**config.mk**
```make
export PLATFORM = sky130hd
export DESIGN_NAME = spi_arbiter
export DESIGN_NICKNAME = d
export VERILOG_FILES = /design/src/rtl/spi_ctrl_pkg.sv /design/src/rtl/spi_arbiter_rr_pick.sv /design/src/rtl/spi_arbiter.sv
export SDC_FILE = /design/constraint.sdc
export NUM_CORES = 1
export LEC_CHECK = 0
export CORE_AREA = 2 2 68 70
export CTS_CLUSTER_SIZE = 14
export DETAILED_ROUTE_END_ITERATION = 10
export DIE_AREA = 0 0 70 72
export PLACE_DENSITY = 0.8
export SYNTH_ARGS = -nofsm -noshare
export SYNTH_HDL_FRONTEND = slang
export SYNTH_SLANG_ARGS = --single-unit
```
**constraint.sdc**
```tcl
create_clock -name clk -period 5.97 [get_ports clk]
set_clock_uncertainty 0.05 [all_clocks]
set_input_delay 1.791 -clock clk [delete_from_list [all_inputs] [get_ports clk]]
set_output_delay 1.791 -clock clk [all_outputs]
set_load 0.02 [all_outputs]
```
**src/rtl/spi_ctrl_pkg.sv**
```systemverilog
// Shared types and constants for the SPI arbiter/sequencer and related bus arbiters.
package spi_ctrl_pkg;

  localparam int DATA_W_DEF = 8;
  localparam int N_REQ_DEF  = 4;

  typedef enum logic [1:0] {
    IDLE  = 2'd0,
    START = 2'd1,
    WAIT  = 2'd2,
    RESP  = 2'd3
  } state_e;

  // Width of a binary requester index; never narrower than one bit.
  function automatic int idx_w(input int n);
    return (n > 1) ? $clog2(n) : 1;
  endfunction

  localparam int IDX_W_DEF = idx_w(N_REQ_DEF);

endpackage

```
**src/rtl/spi_arbiter_rr_pick.sv**
```systemverilog
// Combinational rotating-priority picker: first set request at or above ptr,
// wrapping modulo N. Produces both a one-hot grant and the binary index.
module rr_pick #(
  parameter int N     = 4,
  parameter int IDX_W = 2
) (
  input  logic [N-1:0]     req_i,
  input  logic [IDX_W-1:0] ptr_i,
  output logic [N-1:0]     gnt_o,
  output logic [IDX_W-1:0] idx_o
);

  // Scan from ptr upward; the first hit wins and masks all later hits.
  always_comb begin
    logic             found;
    logic [IDX_W-1:0] pos;
    // NOTE: every output and temporary gets a default first so no path leaves
    // a value unassigned, which would otherwise infer a latch.
    found = 1'b0;
    pos   = '0;
    gnt_o = '0;
    idx_o = '0;
    for (int i = 0; i < N; i++) begin
      pos = IDX_W'((int'(ptr_i) + i) % N);
      if (!found && req_i[pos]) begin
        found      = 1'b1;
        gnt_o[pos] = 1'b1;
        idx_o      = pos;
      end
    end
  end

endmodule

```
**src/rtl/spi_arbiter.sv**
```systemverilog
// Round-robin arbiter/sequencer sharing one SPI master between N_REQ clients.
// Moore FSM IDLE -> START -> WAIT -> RESP -> IDLE, all outputs registered.
// Optional macro SPI_ARB_TIMEOUT_EN: abort WAIT after TIMEOUT cycles with an
// all-ones response and a sticky err flag; without it WAIT never times out.
module spi_arbiter
  import spi_ctrl_pkg::*;
#(
  parameter int N_REQ   = N_REQ_DEF,
  parameter int DATA_W  = DATA_W_DEF,
  parameter int TIMEOUT = 256
) (
  input  logic                    clk,
  input  logic                    reset,
  input  logic [N_REQ-1:0]        req,
  input  logic [N_REQ*DATA_W-1:0] req_data,
  output logic [N_REQ-1:0]        grant,
  output logic [N_REQ-1:0]        resp_valid,
  output logic [DATA_W-1:0]       resp_data,
  output logic                    busy,
  output logic                    spi_tx_start,
  output logic [DATA_W-1:0]       spi_wdata,
  input  logic [DATA_W-1:0]       spi_rdata,
  input  logic                    spi_done,
  output logic                    err
);

  localparam int IDX_W = idx_w(N_REQ);

  state_e              state_q, state_d;
  logic [IDX_W-1:0]    ptr_q, ptr_d, idx_q, idx_d, pick_idx;
  logic [N_REQ-1:0]    grant_q, grant_d, resp_valid_q, resp_valid_d, pick_gnt;
  logic [DATA_W-1:0]   wdata_q, wdata_d, resp_data_q, resp_data_d;
  logic                busy_q, busy_d, tx_start_q, tx_start_d;
  logic                timeout_hit;

  rr_pick #(.N(N_REQ), .IDX_W(IDX_W)) u_pick (
    .req_i (req),
    .ptr_i (ptr_q),
    .gnt_o (pick_gnt),
    .idx_o (pick_idx)
  );

`ifdef SPI_ARB_TIMEOUT_EN
  localparam int CNT_W = $clog2(TIMEOUT) + 1;

  logic [CNT_W-1:0] cnt_q, cnt_d;
  logic             err_q, err_d;

  assign timeout_hit = (state_q == WAIT) && (cnt_q == CNT_W'(TIMEOUT - 1));

  // WAIT-cycle counter restarts on every WAIT entry; err latches on abort.
  always_comb begin
    cnt_d = (state_q == WAIT) ? cnt_q + 1'b1 : '0;
    err_d = err_q | (timeout_hit && !spi_done);
  end

  // Timeout counter and sticky error register.
  always_ff @(posedge clk) begin
    if (reset) begin
      cnt_q <= '0;
      err_q <= 1'b0;
    end else begin
      cnt_q <= cnt_d;
      err_q <= err_d;
    end
  end

  assign err = err_q;
`else
  logic unused_timeout;
  assign unused_timeout = (TIMEOUT > 0);
  assign timeout_hit    = 1'b0;
  assign err            = 1'b0;
`endif

  // State and registered-output storage with synchronous reset.
  always_ff @(posedge clk) begin
    // NOTE: sequential state uses non-blocking assignments so every register
    // samples the pre-edge values regardless of statement order.
    if (reset) begin
      state_q      <= IDLE;
      ptr_q        <= '0;
      idx_q        <= '0;
      grant_q      <= '0;
      resp_valid_q <= '0;
      resp_data_q  <= '0;
      wdata_q      <= '0;
      busy_q       <= 1'b0;
      tx_start_q   <= 1'b0;
    end else begin
      state_q      <= state_d;
      ptr_q        <= ptr_d;
      idx_q        <= idx_d;
      grant_q      <= grant_d;
      resp_valid_q <= resp_valid_d;
      resp_data_q  <= resp_data_d;
      wdata_q      <= wdata_d;
      busy_q       <= busy_d;
      tx_start_q   <= tx_start_d;
    end
  end

  // Next-state logic; arbitration only ever happens from IDLE.
  always_comb begin
    state_d = state_q;
    unique case (state_q)
      IDLE:    if (|req) state_d = START;
      START:   state_d = WAIT;
      WAIT:    if (spi_done || timeout_hit) state_d = RESP;
      RESP:    state_d = IDLE;
      default: state_d = IDLE;
    endcase
  end

  // Next values of the registered outputs, derived from the upcoming state.
  always_comb begin
    ptr_d        = ptr_q;
    idx_d        = idx_q;
    grant_d      = grant_q;
    wdata_d      = wdata_q;
    resp_data_d  = resp_data_q;
    resp_valid_d = '0;
    tx_start_d   = (state_d == START);
    busy_d       = (state_d != IDLE);
    unique case (state_q)
      IDLE: begin
        if (|req) begin
          idx_d   = pick_idx;
          grant_d = pick_gnt;
          for (int i = 0; i < N_REQ; i++) begin
            if (pick_gnt[i]) wdata_d = req_data[i*DATA_W +: DATA_W];
          end
        end
      end
      WAIT: begin
        if (spi_done)         resp_data_d = spi_rdata;
        else if (timeout_hit) resp_data_d = '1;
        if (state_d == RESP)  resp_valid_d = grant_q;
      end
      RESP: begin
        ptr_d   = (idx_q == IDX_W'(N_REQ - 1)) ? '0 : idx_q + 1'b1;
        grant_d = '0;
      end
      default: ;
    endcase
  end

  assign grant        = grant_q;
  assign resp_valid   = resp_valid_q;
  assign resp_data    = resp_data_q;
  assign busy         = busy_q;
  assign spi_tx_start = tx_start_q;
  assign spi_wdata    = wdata_q;

endmodule

```
==> metrics.csv <==
stage,metric,value,unit
pwr,leakage,1.09,nW
sta,Worst-Margin Slew,1.01,ns
clock_tree,TritonCTS buffer count,5,
cells_and_area,share of cells above drive strength 1,7.93,%
floorplanning,die area,5040,um^2
logic_synthesis,number of synthesized register bits,32,
worst_setup_path,"reg-to-reg slack, setup",2.08,ns
worst_setup_path,critical path's slowest cell,a221oi_4,
logic_synthesis,Synth top area share,32.2,%
worst_setup_path,Critical Path AT,4.64,ns
logic_synthesis,largest area contributor in the netlist,dfxtp_1,
logic_synthesis,syn_nets,283,
route,Vias,1859,
hold_path,hold path depth,2,
worst_setup_path,CP Buf/Inv Count,1,
worst_setup_path,max incr delay on CP,0.72,ns
worst_setup_path,crit start category,input pin,
logic_synthesis,"Cell Area, Synth",1990,um^2
clock_tree,clock buffer depth,2,
hold_path,HP Start,resp_data[5]$_SDFFE_PP0P_,
global_route,GRT overflow,0,
sta,RSZ-0062 raised after global routing,false,
route,DR pass1 iterations,4,
pwr,VDD IR max,188,uV
logic_synthesis,post-synthesis sequential area ratio,32.2,%
clock_tree,CTS tree,built,
floorplanning,Die W,70,um
route,DRC Markers,0,
sta,Final period util,75.4,%
sta,max-slew headroom at the worst pin,32.3,%
clock_tree,Root Driver,clkbuf_8,
sta,crit path time final,4.50,ns
sta,max-slew violations,0,
sta,final hold viol count,0,
logic_synthesis,Netlist cell types,46,
cells_and_area,Final nets,347,
floorplanning,Initial Utilization,46.7,%
cells_and_area,"Core Util, Final",65.1,%
route,Vias/cell,5.44,
logic_synthesis,syn_area_per_cell,8.80,um^2
cells_and_area,Inserted Diodes,0,
floorplanning,Core ar.,4260,um^2
place,HPWL after DPL,3.61,mm
place,gpl congestion,0.859,
floorplanning,I/O pins,74,
run,max-cap violations,0,
clock_tree,Worst-path clk slew,0.07,ns
sta,FMAX,222,MHz
route,drt total wl,4.84,mm
pwr,pwr/cell area,398,nW/um^2
global_route,largest net degree at the start of global routing,27,
logic_synthesis,"count leader, synth",dfxtp_1,
worst_setup_path,CP Max Fanout,18,
route,wire per inst,14.1,um
logic_synthesis,Synth warnings,0,
cells_and_area,Area Growth Syn to Fin,39.4,%
worst_setup_path,"CP delay by family, top",compound AO/OA/AOI/OAI gates,
logic_synthesis,Post-synth top cells,"32 x dfxtp_1, 25 x nand2_1, 23 x nor2_1",
floorplanning,Core Rows,24,
place,placed cells,335,
logic_synthesis,"EDFF count, synth",0,
pwr,Final Power,1.10,mW
worst_setup_path,CP endpoint kind,flip-flop,
route,Starting DRT DRC Count,108,
logic_synthesis,Most used DFF post-synth,dfxtp_1,
logic_synthesis,"top cells by area, synth","dfxtp_1 32%, ha_1 6.3%, mux2i_1 5.5%",
place,I/O Buffers,72,
clock_tree,CTS Hold Bufs,0,
worst_setup_path,critical path class,in2reg,
sta,Fin Setup TNS,0,ns
worst_setup_path,critical path cell sequence,"clkdlybuf4s50_1, and3b_2, o21ai_1, nand2_4, a221oi_4, a41oi_4, a311oi_2",
worst_setup_path,crit path launch,req[3],
logic_synthesis,post-synthesis cell count,226,
route,antenna-violating nets left,0,
hold_path,worst hold path type,reg2reg,
clock_tree,setup bufs post-CTS,0,
hold_path,Hold Path Sink,resp_data[5]$_SDFFE_PP0P_,
clock_tree,CTS sink count,32,
worst_setup_path,WP data required,6.11,ns
cells_and_area,final non-filler cell total,342,
clock_tree,cts repair resizes,0,
global_route,first-pass GRT wire length,7.66,mm
sta,# setup viols final,0,
clock_tree,clk_lat worst skew,0.28,ns
floorplanning,DIE HEIGHT,72,um
worst_setup_path,R2R cell count,8,
global_route,Tot GR Track Use,18.7,%
outcome,status,"complete, no violations",
worst_setup_path,worst r2r src,ptr_q[0]$_SDFFE_PP0P_,
clock_tree,H-tree levels,2,
global_route,vias in the first global route,1647,
global_route,initial antenna violation count,0,
worst_setup_path,r2r endpoint,spi_wdata[7]$_SDFFE_PP0P_,
logic_synthesis,Async SR Flop Fraction,0,%
==> metrics by stage <==
step	setup WS (ns)	area, um^2	hold slack [ns]
after floorplan	2.09	1990	0.437
after global placement	1.26	2680	0.392
after detailed placement	1.20	2680	0.398
after CTS	1.48	2770	0.406
after global routing	1.25	2770	0.436
final	1.47	2770	0.402
==> logic make-up (layout without fill, tap and decap cells) <==
logic type	Yosys count	in the layout	synth area share, %
flops	32	32	32.2
simple gates	83	83	20.6
fa+ha+maj	10	10	6.29
other cells	1	1	0.188
mux	13	13	7.80
buf+inv	24	88	6.79
compound gates	63	63	26.1
==> cells in the final DEF, fill, tap and decap left out, types with 3 or more instances in the layout <==
cell type and instances:
clkbuf_8 7, inv_1 8, clkdlybuf4s50_1 72, nand2_1 25
nand3b_1 3, nand3_1 8, mux2i_1 11, a21oi_1 14
ha_1 10, o21ai_0 14, a211oi_1 5, and2_1 5
a311oi_1 7, dfxtp_1 32, nor2_1 23, a21o_1 8
==> sequential cells by signal, summed over array words and instances (netlist names) <==
signal        cells
idx_q             2
spi_wdata         8
grant             4
spi_tx_start      1
resp_data         8
state_q           2
ptr_q             2
resp_valid        4
busy              1
==> worst register-to-register path, cell delays in order, from the launching register on <==
cell and delay, ns:
dfxtp_1 0.71, inv_1 0.24, ha_1 0.51, mux4_2 0.65
nand3b_1 0.12, nand2_1 0.08, a221oi_4 0.61, a41oi_4 0.46
a311oi_2 0.37
==> routing by layer <==
metal  vias to the layer above  part of all wire, %  track usage (%)
li1                        941                    -                -
met1                       854                   45             24.9
met2                        56                   47             30.8
met3                         8                  6.2             4.03
met4                         0                  1.1             5.77
met5                         -                    0                0
==> cell type report <==
type | count | area [um^2]
clock buffers | 7 | 96.3
fillers | 366 | 1490
inverters | 8 | 30.0
multi-input cells | 170 | 1210
flip-flops and latches | 32 | 641
well taps | 52 | 65.1
repair buffers | 73 | 728
==> worst max path at each step <==
stage                                 to  slack [ns]  depth (start not counted)
2_1_floorplan  spi_wdata[4]$_SDFFE_PP0P_        2.09                          9
3_5_place_dp   spi_wdata[7]$_SDFFE_PP0P_        1.20                          7
3_3_place_gp   spi_wdata[7]$_SDFFE_PP0P_        1.26                          7
6_report       spi_wdata[7]$_SDFFE_PP0P_        1.47                          7
4_1_cts        spi_wdata[7]$_SDFFE_PP0P_        1.48                          7
5_1_grt        spi_wdata[0]$_SDFFE_PP0P_        1.25                          7
==> where the power goes <==
| part | switching, mW | internal [mW] | total, mW |
|---|---|---|---|
| clock | 0.0756 | 0.103 | 0.178 |
| combinational | 0.322 | 0.275 | 0.597 |
| sequential | 0.0466 | 0.281 | 0.327 |
| total | 0.444 | 0.658 | 1.10 |
Power figures use the tool's default switching activity.
